`src/rtl/imem_fetch_frontend.sv`:
```
// imem_fetch_frontend
//   Instruction fetch initiator. Every request reserves a reorder slot first,
//   so responses (which carry no ready and may return out of order) always
//   have a place to land. Instructions leave in program order through a
//   ready/valid port. A redirect squashes everything in flight. Squashed
//   slots still wait for their response and are then retired silently.
//
// Ports
//   clock, reset                      clock; synchronous active-high reset
//   fetch_en                          permits new requests
//   redirect_valid, redirect_pc       squash in-flight fetches, restart at redirect_pc
//   imem_req_valid/_bits_tag/_bits_pc request to instruction memory (tag = slot index)
//   imem_resp_valid/_bits_tag/_bits_inst  response from memory (no backpressure)
//   out_valid, out_ready              in-order instruction handoff to decode
//   out_bits_pc, out_bits_inst        instruction and its PC (zero while !out_valid)
//   resp_error                        sticky: bad tag or response to a non-pending slot
module imem_fetch_frontend #(
  parameter int ARCH_LEN      = 32,
  parameter int INST_BITS     = 64,
  parameter int IMEM_TAG_BITS = 64,
  parameter int MAX_INFLIGHT  = 4,
  parameter int INST_BYTES    = 8,
  parameter logic [ARCH_LEN-1:0] START_PC = 32'h8000_0000
) (
  input  logic                     clock,
  input  logic                     reset,
  input  logic                     fetch_en,
  input  logic                     redirect_valid,
  input  logic [ARCH_LEN-1:0]      redirect_pc,
  output logic                     imem_req_valid,
  output logic [IMEM_TAG_BITS-1:0] imem_req_bits_tag,
  output logic [ARCH_LEN-1:0]      imem_req_bits_pc,
  input  logic                     imem_resp_valid,
  input  logic [IMEM_TAG_BITS-1:0] imem_resp_bits_tag,
  input  logic [INST_BITS-1:0]     imem_resp_bits_inst,
  output logic                     out_valid,
  input  logic                     out_ready,
  output logic [ARCH_LEN-1:0]      out_bits_pc,
  output logic [INST_BITS-1:0]     out_bits_inst,
  output logic                     resp_error
);

  localparam int IDX_W = $clog2(MAX_INFLIGHT);
  localparam int CNT_W = IDX_W + 1;

  typedef enum logic [1:0] {
    SLOT_FREE    = 2'd0,
    SLOT_PENDING = 2'd1,
    SLOT_DONE    = 2'd2
  } slot_state_t;

  // Slot control state (reset) and slot payload (not reset).
  slot_state_t          slot_state  [MAX_INFLIGHT];
  logic                 slot_squash [MAX_INFLIGHT];
  logic [ARCH_LEN-1:0]  slot_pc     [MAX_INFLIGHT];
  logic [INST_BITS-1:0] slot_inst   [MAX_INFLIGHT];

  logic [IDX_W-1:0]    head;
  logic [IDX_W-1:0]    tail;
  logic [CNT_W-1:0]    count;
  logic [ARCH_LEN-1:0] fetch_pc;
  logic                resp_error_q;

  logic             issue;
  logic             head_done;
  logic             out_valid_c;
  logic             pop_live;
  logic             pop_silent;
  logic             pop;
  logic [IDX_W-1:0] resp_idx;
  logic             resp_tag_in_range;
  logic             resp_ok;
  logic             resp_bad;

  always_comb begin
    head_done   = (slot_state[head] == SLOT_DONE);
    // Issue looks only at the registered count: a pop this cycle does not
    // free a slot for an issue until the next cycle.
    issue       = !reset && fetch_en && !redirect_valid && (count < CNT_W'(MAX_INFLIGHT));
    out_valid_c = !reset && !redirect_valid && head_done && !slot_squash[head];
    pop_live    = out_valid_c && out_ready;
    // Squashed results retire without being shown to decode.
    pop_silent  = !reset && head_done && slot_squash[head];
    pop         = pop_live || pop_silent;

    resp_idx          = imem_resp_bits_tag[IDX_W-1:0];
    resp_tag_in_range = ((imem_resp_bits_tag >> IDX_W) == '0);
    resp_ok  = imem_resp_valid && resp_tag_in_range && (slot_state[resp_idx] == SLOT_PENDING);
    resp_bad = imem_resp_valid && !resp_ok;
  end

  // Control: slot states, squash bits, pointers, fetch PC, error flag.
  // Issue targets a FREE slot, a good response a PENDING one and a pop a DONE
  // one, so the three writes below never hit the same slot in one cycle.
  always_ff @(posedge clock) begin
    if (reset) begin
      head         <= '0;
      tail         <= '0;
      count        <= '0;
      fetch_pc     <= START_PC;
      resp_error_q <= 1'b0;
      for (int i = 0; i < MAX_INFLIGHT; i++) begin
        slot_state[i]  <= SLOT_FREE;
        slot_squash[i] <= 1'b0;
      end
    end else begin
      if (redirect_valid) begin
        for (int i = 0; i < MAX_INFLIGHT; i++) begin
          if (slot_state[i] != SLOT_FREE) slot_squash[i] <= 1'b1;
        end
        fetch_pc <= redirect_pc;
      end
      if (issue) begin
        slot_state[tail]  <= SLOT_PENDING;
        slot_squash[tail] <= 1'b0;
        tail              <= tail + IDX_W'(1);
        fetch_pc          <= fetch_pc + ARCH_LEN'(INST_BYTES);
      end
      if (resp_ok) slot_state[resp_idx] <= SLOT_DONE;
      if (resp_bad) resp_error_q <= 1'b1;
      if (pop) begin
        slot_state[head] <= SLOT_FREE;
        head             <= head + IDX_W'(1);
      end
      count <= count + CNT_W'(issue) - CNT_W'(pop);
    end
  end

  // Payload capture.
  always_ff @(posedge clock) begin
    if (issue) slot_pc[tail] <= fetch_pc;
    if (resp_ok) slot_inst[resp_idx] <= imem_resp_bits_inst;
  end

  assign imem_req_valid    = issue;
  assign imem_req_bits_tag = IMEM_TAG_BITS'(tail);
  assign imem_req_bits_pc  = fetch_pc;
  assign out_valid         = out_valid_c;
  assign out_bits_pc       = out_valid_c ? slot_pc[head]   : '0;
  assign out_bits_inst     = out_valid_c ? slot_inst[head] : '0;
  assign resp_error        = resp_error_q;

endmodule

```
`config.mk`:
```
export PLATFORM = sky130hd
export DESIGN_NAME = imem_fetch_frontend
export DESIGN_NICKNAME = d
export VERILOG_FILES = /design/src/rtl/imem_fetch_frontend.sv
export SDC_FILE = /design/constraint.sdc
export NUM_CORES = 1
export LEC_CHECK = 0
export ABC_AREA = 1
export CAP_MARGIN = 20
export CORE_MARGIN = 5
export CORE_UTILIZATION = 58
export CTS_BUF_LIST = sky130_fd_sc_hd__clkbuf_4 sky130_fd_sc_hd__clkbuf_8
export DETAILED_ROUTE_END_ITERATION = 12
export GPL_TIMING_DRIVEN = 0
export PLACE_DENSITY = 0.88
export SYNTH_ARGS = -nofsm -noshare
export SYNTH_HDL_FRONTEND = slang
export SYNTH_SLANG_ARGS = --single-unit
```
`constraint.sdc`:
```
create_clock -name clock -period 4.7 [get_ports clock]
set_input_delay 0.705 -clock clock [delete_from_list [all_inputs] [get_ports clock]]
set_output_delay 0.705 -clock clock [all_outputs]
set_load 0.01 [all_outputs]
```
# Yosys cells after proc, flatten, opt, wreduce, memory -nomap -nowiden
# Memories as Yosys holds them, arrays and structs flattened. A register that Yosys moved wholly into a read port is not among the register bits.
# Index checks and enable logic that the tools add are counted.
classes:
  addsub: 5
  n_eq_ne: 2
  n_mux: 57
  bitwise: 4
  order_cmp: 1
  reduce_logical: 27
op_table:
  columns: ["cell", "n"]
  rows:
  - ["32-bit 2-to-1 mux", 3]
  - ["64-bit zero test", 1]
  - ["64-bit 2-to-1 mux", 1]
  - ["1-bit 2-to-1 mux", 38]
  - ["32-bit by 4-bit adder with 32-bit output, second input constant", 1]
  - ["2-bit 2-to-1 mux", 15]
  - ["1-bit logical AND", 12]
  - ["2-bit nonzero test", 5]
  - ["2-bit OR reduction", 3]
  - ["2-bit by 1-bit adder with 2-bit output, second input constant", 2]
  - ["1-bit zero test", 4]
  - ["1-bit OR", 4]
  - ["3-bit by 1-bit adder with 3-bit output", 1]
  - ["3-bit < comparator, second input constant", 1]
  - ["3-bit by 1-bit subtractor with 3-bit output", 1]
  - ["2-bit by 1-bit equality test with 1-bit output, second input constant", 1]
  - ["2-bit equality test, second input constant", 1]
  - ["1-bit logical OR", 1]
  - ["1-bit OR reduction", 1]
word_totals:
  mem_count: 4
  register_bits: 40
  out_inout_bits: 195
  mem_bits_rw: 396
mem_list:
  columns: ["name", "words", "width", "rd", "rd_ports_with_merged_regs", "wr", "line", "rtl"]
  rows:
  - ["slot_inst", 4, 64, 1, 1, 1, "56", "logic [INST_BITS-1:0] slot_inst [MAX_INFLIGHT];"]
  - ["slot_pc", 4, 32, 1, 1, 1, "55", "logic [ARCH_LEN-1:0] slot_pc [MAX_INFLIGHT];"]
  - ["slot_state", 4, 2, 6, 1, 4, "53", "slot_state_t slot_state [MAX_INFLIGHT];"]
  - ["slot_squash", 4, 1, 1, 1, 4, "54", "logic slot_squash [MAX_INFLIGHT];"]

# Depth between registers and ports, before layout
# Gate-level depths: netlist (run 1).
depth:
  depth_word: 11
  depth_mapped: 17
  depth_no_buf: 15

# Least setup slack after synthesis (run 1)
# No wires, ideal clock.
synth_path:
  path_kind: "input port to flip-flop"
  startpoint: "in redirect_valid"
  endpoint: "mem slot_pc[0][0], enable pin"
  path_slack_ps: 1463
  arrival_ps: 2814
  t_required_ps: 4277
  n_path_buf: 2
  stages: 7
  setup_ps: 423
  cell_sequence: "buf_4 inv_4 nand3_4 nor2_8 inv_1 buf_2 nor2_1"
synth_between:
  elab_chain_len: 5
synth_lines:
  columns: ["element", "line", "rtl"]
  rows:
  - ["start: declaration", "28", "input logic redirect_valid,"]
  - ["1-bit zero test", "79", "issue = !reset && fetch_en && !redirect_valid && (count < CNT_W'(MAX_INFLIGHT));"]
  - ["1-bit logical AND (2 in series)", "79", null]
  - ["1-bit 2-to-1 mux", "131", "if (issue) slot_pc[tail] <= fetch_pc;"]
  - ["1-bit 2-to-1 mux (implied by the code)", "131", null]
  - ["end: declaration", "55", null]
# Every way passes these cells.

==> results.yml, run 1 <==
pwr:
  switchingPower_mw: 1.726
  clkPwrFrac: 0.399
  power_frac_seq: 0.544
  power_mw: 7.980
  p_leak_nw: 8.797
  combPwrFrac: 0.057
  p_sw_frac: 0.2163
  p_per_area_nw_per_um2: 328.3
  p_int_mw: 6.254
  peakVddDrop_v: 0.0001978
clocking:
  clkSinkCount: 438
  post_cts_buffers: 0
  cts-root-buf: "clkbuf_8"
  clk_latency_ns: 0.59
  cts_resized: 0
  cts_buffers: 68
  cts_hold_buf: 0
  cts_tree: "built"
  cts.path.max_buffers: 3
  h-tree-depth: 3
  clkTransAtPathRegs_ns: 0.06
synthesis:
  ys_top_cells_by_area: "edfxtp_1, nor2_1, o21ai_0, dfxtp_1, nand2_1"
  synthXorXnorAreaFrac: 0.002773
  synth_top_family_by_area: "simple AND/OR/NAND/NOR gates"
  syn_avg_cell_area_um2: 10.54
  synth_cell_types: 36
  synth-simple-area-share: 0.1560
  synthAdderAreaFrac: 0.008319
  netlist_instances: 1798
  ys_seq_area_frac: 0.6655
  synth_compound_area_frac: 0.1046
  yosysTopAreaCellShare: 0.6085
  synth_seq_cells: 438
  syn_area_um2: 18950
  synthMuxAreaShare: 0
  yosysWarnings: 0
  yosys.area.top_type: "edfxtp_1"
routing:
  vias_per_cell: 5.560
  remaining_drc_errors: 0
  wl_per_cell_um: 19.66
  first_pass_iters: 5
  initialDrtViolationCount: 1692
  ant_nets: 0
  vias: 15184
  routed_wirelength_um: 53710
finish:
  fillers: 2048
  layout-drive-gt1-share: 0.1198
  areaGrowthSynthToFinish_pct: 28.25
  multiInputGateArea_um2: 5411
  seqCellArea_um2: 12610
  nNetsFinal: 2411
grt:
  grt_start_max_net_pins: 65
  grt_pass1_wl_um: 81010
  overflow: 0
  track_usage: 0.2885
  antenna_found_initial: 1
  grt_pass1_vias: 15218
floorplan:
  die_x_um: 190.8
  die_area_um2: 36390
  start_util: 0.5854
  core_area_um2: 32370
  fp-row-count: 66
  io_pins: 361
  fp.dieH_um: 190.8
worst_setup_path:
  arrival_ns: 3.26
  endpoint_kind: "primary output"
  crit_chain: "buf_2 > inv_2 > nand3_1 > nand3_1 > inv_1 > nand3_2 > buf_2 > a21oi_1 > clkdlybuf4s50_1"
  slowest_delay_ns: 0.61
  worstPathRequired_ns: 3.99
  critPathLaunchType: "flop"
  worst-setup-path-type: "reg -> out"
  slowest_stage: "clkdlybuf4s50_1"
  cp_max_fo: 10
run_status:
  outcome: "finished, final reports clean"
placed_design:
  routabilityCongestion: 0.9242
  io_buffers: 296
  place_hpwl_um: 36230
worst_hold_path:
  hp-class: "reg -> reg"
sta:
  fin_skew_ns: 0.02576
  fin_crit_sh: 0.8428
  rsz0062_at_grt: "false"
  fin_setup_tns_ns: 0
  setup_violations: 0
  slew_violations: 0
  max_slew_margin: 0.5446
  fmax_ghz: 0.2524
  period_minus_slack_ns: 3.961
  hold_violations: 0
  worstMarginPinSlew_ns: 0.6831
job:
  cap_viol_max_count: 0
==> state kept, by name, indices dropped and copies added, names as in the netlist, named ones only <==
register	flops
slot_inst	256
slot_pc	128
resp_error	1
head	2
count	3
slot_state	8
slot_squash	4
imem_req_bits_pc	32
tail	2
==> stage by stage <==
step	hold slack (ns)	cell area [um^2]	cells	worst slack, ns	util
6_report	0.4613	24300	2731	0.7386	0.7508
5_1_grt	0.4894	24300	2731	0.6270	0.7508
4_1_cts	0.4589	24300	2730	0.7934	0.7507
3_5_place_dp	0.4489	22930	2605	0.9122	0.7082
3_3_place_gp	0.4366	22700	2597	-0.1695	0.7011
2_1_floorplan	0.4349	19180	1859	1.463	-
==> worst max-delay path: cells and delay by family (launching register included) <==
family          cells  cell delay, ns
buf+inv             5            1.56
flops               1            0.31
simple gates        3            0.50
compound gates      1            0.32
==> kinds of logic after synthesis <==
family / after synthesis
and+or+nand+nor: 751
buffers and inverters: 221
AOI/OAI and AO/OA: 369
DFF: 438
xor gates and xnor gates: 6
adders and majority gates: 12
other: 1
==> power by group through the flow <==
stage | Combinational (mW) | Sequential (mW) | Clock (mW)
global route | 0.487 | 4.35 | 3.38
floorplan | 0.176 | 4.40 | 0
detailed placement | 0.441 | 4.42 | 0
finish | 0.452 | 4.34 | 3.18
CTS | 0.445 | 4.34 | 3.20
global placement | 0.422 | 4.42 | 0
==> final cells by class <==
cell class              count  area share
diodes                      1   0.0001030
multi-input cells        1200      0.2227
plain buffers             154     0.03825
well taps                 442     0.02275
clock buffers              94     0.04834
clock inverters            31    0.008288
inverters                  67     0.01097
repair buffers            304      0.1297
flip-flops and latches    438      0.5189
==> layer usage <==
layer	routed length, um	vias to the layer above	global-route usage
li1	-	6917	-
met1	19440	7025	0.3626
met2	26080	1096	0.4867
met3	6194	146	0.06683
met4	1990	0	0.1177
met5	0	-	0
==> synth_stat cells (all sizes together) <==
cell / count
buf: 119
o221ai: 1
edfxtp: 384
a211oi: 5
clkbuf: 35
nor2: 523
fa: 1
o21ai: 231
a31oi: 3
a221oi: 1
o211ai: 1
dfxtp: 54
nand3b: 5
a21oi: 127
nand4: 2
nor3: 3
nand2: 174
nand3: 44
inv: 67
xor2: 6
ha: 11
conb: 1
==> cell usage in the layout, fill, tap and decap left out, types with 3 or more instances in the layout <==
cell type,n
a211oi_1,5
xor2_1,6
nor3_1,3
clkbuf_8,75
buf_16,4
buf_6,8
buf_12,4
edfxtp_1,384
o21ai_0,229
clkdlybuf4s50_1,296
nor2_4,5
clkbuf_1,35
clkinv_2,5
inv_4,6
clkinv_1,18
clkbuf_4,19
ha_1,11
dfxtp_1,54
nand2_1,173
buf_1,10
buf_2,35
conb_1,62
nor2_1,515
a31oi_1,3
a21oi_1,98
inv_2,3
a21oi_2,29
nand3_1,42
buf_4,66
clkinvlp_4,3
nand3b_1,5
inv_1,58
==> final timing paths <==
| check | from | endpoint | slack (ns) | depth (start not counted) |
|---|---|---|---|---|
| max | flop | out_bits_pc[25] | 0.74 | 9 |
| min | resp_error | resp_error | 0.46 | 2 |
| max reg2reg | flop | count[2] | 2.08 | 17 |
| min reg2reg | resp_error | resp_error | 0.46 | 2 |
Note: power is estimated with default switching activity, not from simulation.
==> inputs of run 2 (changes only) <==
Settings changed: CORE_UTILIZATION 58 to 49, PLACE_DENSITY 0.88 to 0.79.
Clock period 4.7 ns to 3.4 ns, I/O delays scaled along.
==> results.yml, run 2 (synthesis gave the netlist of run 1 again) <==
worst_hold_path:
  hp-start: "imem_resp_bits_tag[0]"
  hp-class: "in -> reg"
  min_to: "slot_state[3][1]"
  hold_depth: 5
clocking:
  clk_latency_ns: 0.58
  post_cts_buffers: 0
  clkSinkCount: 438
  cts.path.max_buffers: 3
  h-tree-depth: 3
  clkTransAtPathRegs_ns: 0.06
  cts_tree: "built"
  cts-root-buf: "clkbuf_8"
  cts_buffers: 71
pwr:
  p_per_area_nw_per_um2: 457.9
  peakVddDrop_v: 0.0002854
  p_leak_nw: 9.168
finish:
  layout_common_cells: "nor2_1, edfxtp_1, clkdlybuf4s50_1"
  final_cell_count_no_fill: 2806
  layout-drive-gt1-share: 0.1298
  nNetsFinal: 2414
  areaGrowthSynthToFinish_pct: 29.98
  antenna_cells: 0
  largest_register_ff_count: 256
  layout_commonest_cell: "nor2_1"
  largest-register: "slot_inst"
  final_cell_area_um2: 24630
  fillers: 2874
placed_design:
  dp_cells: 2681
  place_area_um2: 23020
  place_hpwl_um: 34180
  io_buffers: 296
  routabilityCongestion: 0.9103
sta:
  fin_skew_ns: 0.01987
  fmax_ghz: 0.2927
  slew_violations: 0
  hold-worst-slack_ns: 0.3852
  layout_setup_ws_ns: -0.01653
  worstMarginPinSlew_ns: 0.7362
  max_slew_margin: 0.5092
  hold_violations: 0
  setup_violations: 1
  rsz0062_at_grt: "true"
  period_minus_slack_ns: 3.417
  fin_crit_sh: 1.005
routing:
  ant_nets: 0
  initialDrtViolationCount: 1371
  wl_per_cell_um: 18.23
  remaining_drc_errors: 0
  first_pass_iters: 6
  vias: 14679
  vias_per_cell: 5.231
  routed_wirelength_um: 51150
floorplan:
  io_pins: 361
  die_area_um2: 42710
  core_area_um2: 38470
  start_util: 0.4926
  die_x_um: 206.7
  fp.dieH_um: 206.7
  fp-row-count: 72
worst_setup_path:
  arrival_ns: 2.91
  cp_max_fo: 10
  r2r_cells: 17
  endpoint_kind: "primary output"
  critPathLaunchType: "flop"
  rr_endpoint: "count[2]"
  worstPathRequired_ns: 2.89
  r2r_setup_slack_ns: 0.83
  worst-setup-path-type: "reg -> out"
run_status:
  outcome: "finished, violations left"
  violations: "setup timing"
grt:
  antenna_found_initial: 1
  grt_pass1_vias: 14487
  grt_start_max_net_pins: 62
  grt_pass1_wl_um: 77030
  overflow: 0
  track_usage: 0.2313
job:
  cap_viol_max_count: 0
[run 2: changes by cell type in the layout (fill, tap and decap cells not counted), sizes merged]
cell	previous run	this run
buf	127	125
bufinv	2	5
clkbuf	129	132
clkdlybuf4s50	296	279
clkinv	24	23
clkinvlp	3	0
diode	1	0
dlygate4sd2	0	3
dlymetal6s2s	0	14
[run 2: routing by layer]
layer	track usage	vias up	routed length (um)
li1	-	6909	-
met2	0.3962	808	25170
met1	0.3033	6872	20280
met4	0.06488	2	966
met5	0	-	11
met3	0.04515	88	4725
[run 2: where the power goes]
group          internal, mW  switching [mW]
combinational         0.331           0.277
clock                  2.69            1.99
sequential             5.91          0.0878
total                  8.93            2.35
[run 2: timing repair]
item / 4_1_cts / 5_1_grt
endpoints found under the hold margin: 0 / 0
setup endpoints to repair: 97 / 86
resized for setup: 29 / 25
hold buffers: 0 / 0
pin swaps: 1 / 1
[run 2: final cells by class]
type                    count  area (um^2)  area share
multi-input cells        1200         5487      0.2227
repair buffers            304         3184      0.1293
inverters                  67        269.0     0.01092
plain buffers             154        964.7     0.03916
well taps                 518        648.1     0.02631
flip-flops and latches    438        12610      0.5120
clock buffers              95         1207     0.04902
clock inverters            30        260.3     0.01057
[run 2: worst max-delay path, cell delays in order, from the launching register on]
cell and delay, ns:
dfxtp_1 0.31, buf_4 0.17, buf_2 0.38, buf_2 0.32
nor2_1 0.07, nor2_1 0.11, o21ai_0 0.16, a21oi_4 0.24
clkdlybuf4s50_1 0.58
[run 2: worst max path at each step]
stage | cells past startpoint | end | startpoint
after floorplan | 7 | slot_pc[0][0] | redirect_valid
after global placement | 7 | slot_pc[3][27] | reset
after detailed placement | 8 | out_bits_pc[14] | reset
after CTS | 10 | out_bits_pc[14] | flop
after global routing | 8 | out_bits_pc[14] | flop
final | 8 | out_bits_pc[14] | flop
[run 2: per-stage QoR]
stage	setup TNS [ns]	total power, mW	worst slack, ns	util
floorplan	0	6.332	0.3582	-
global placement	-441.40	6.678	-1.256	0.5925
detailed placement	-0.3939	6.702	-0.1342	0.5985
CTS	-0.2673	11.35	-0.05830	0.6383
global route	-4.899	11.66	-0.1407	0.6404
finish	-0.01653	11.28	-0.01653	0.6404
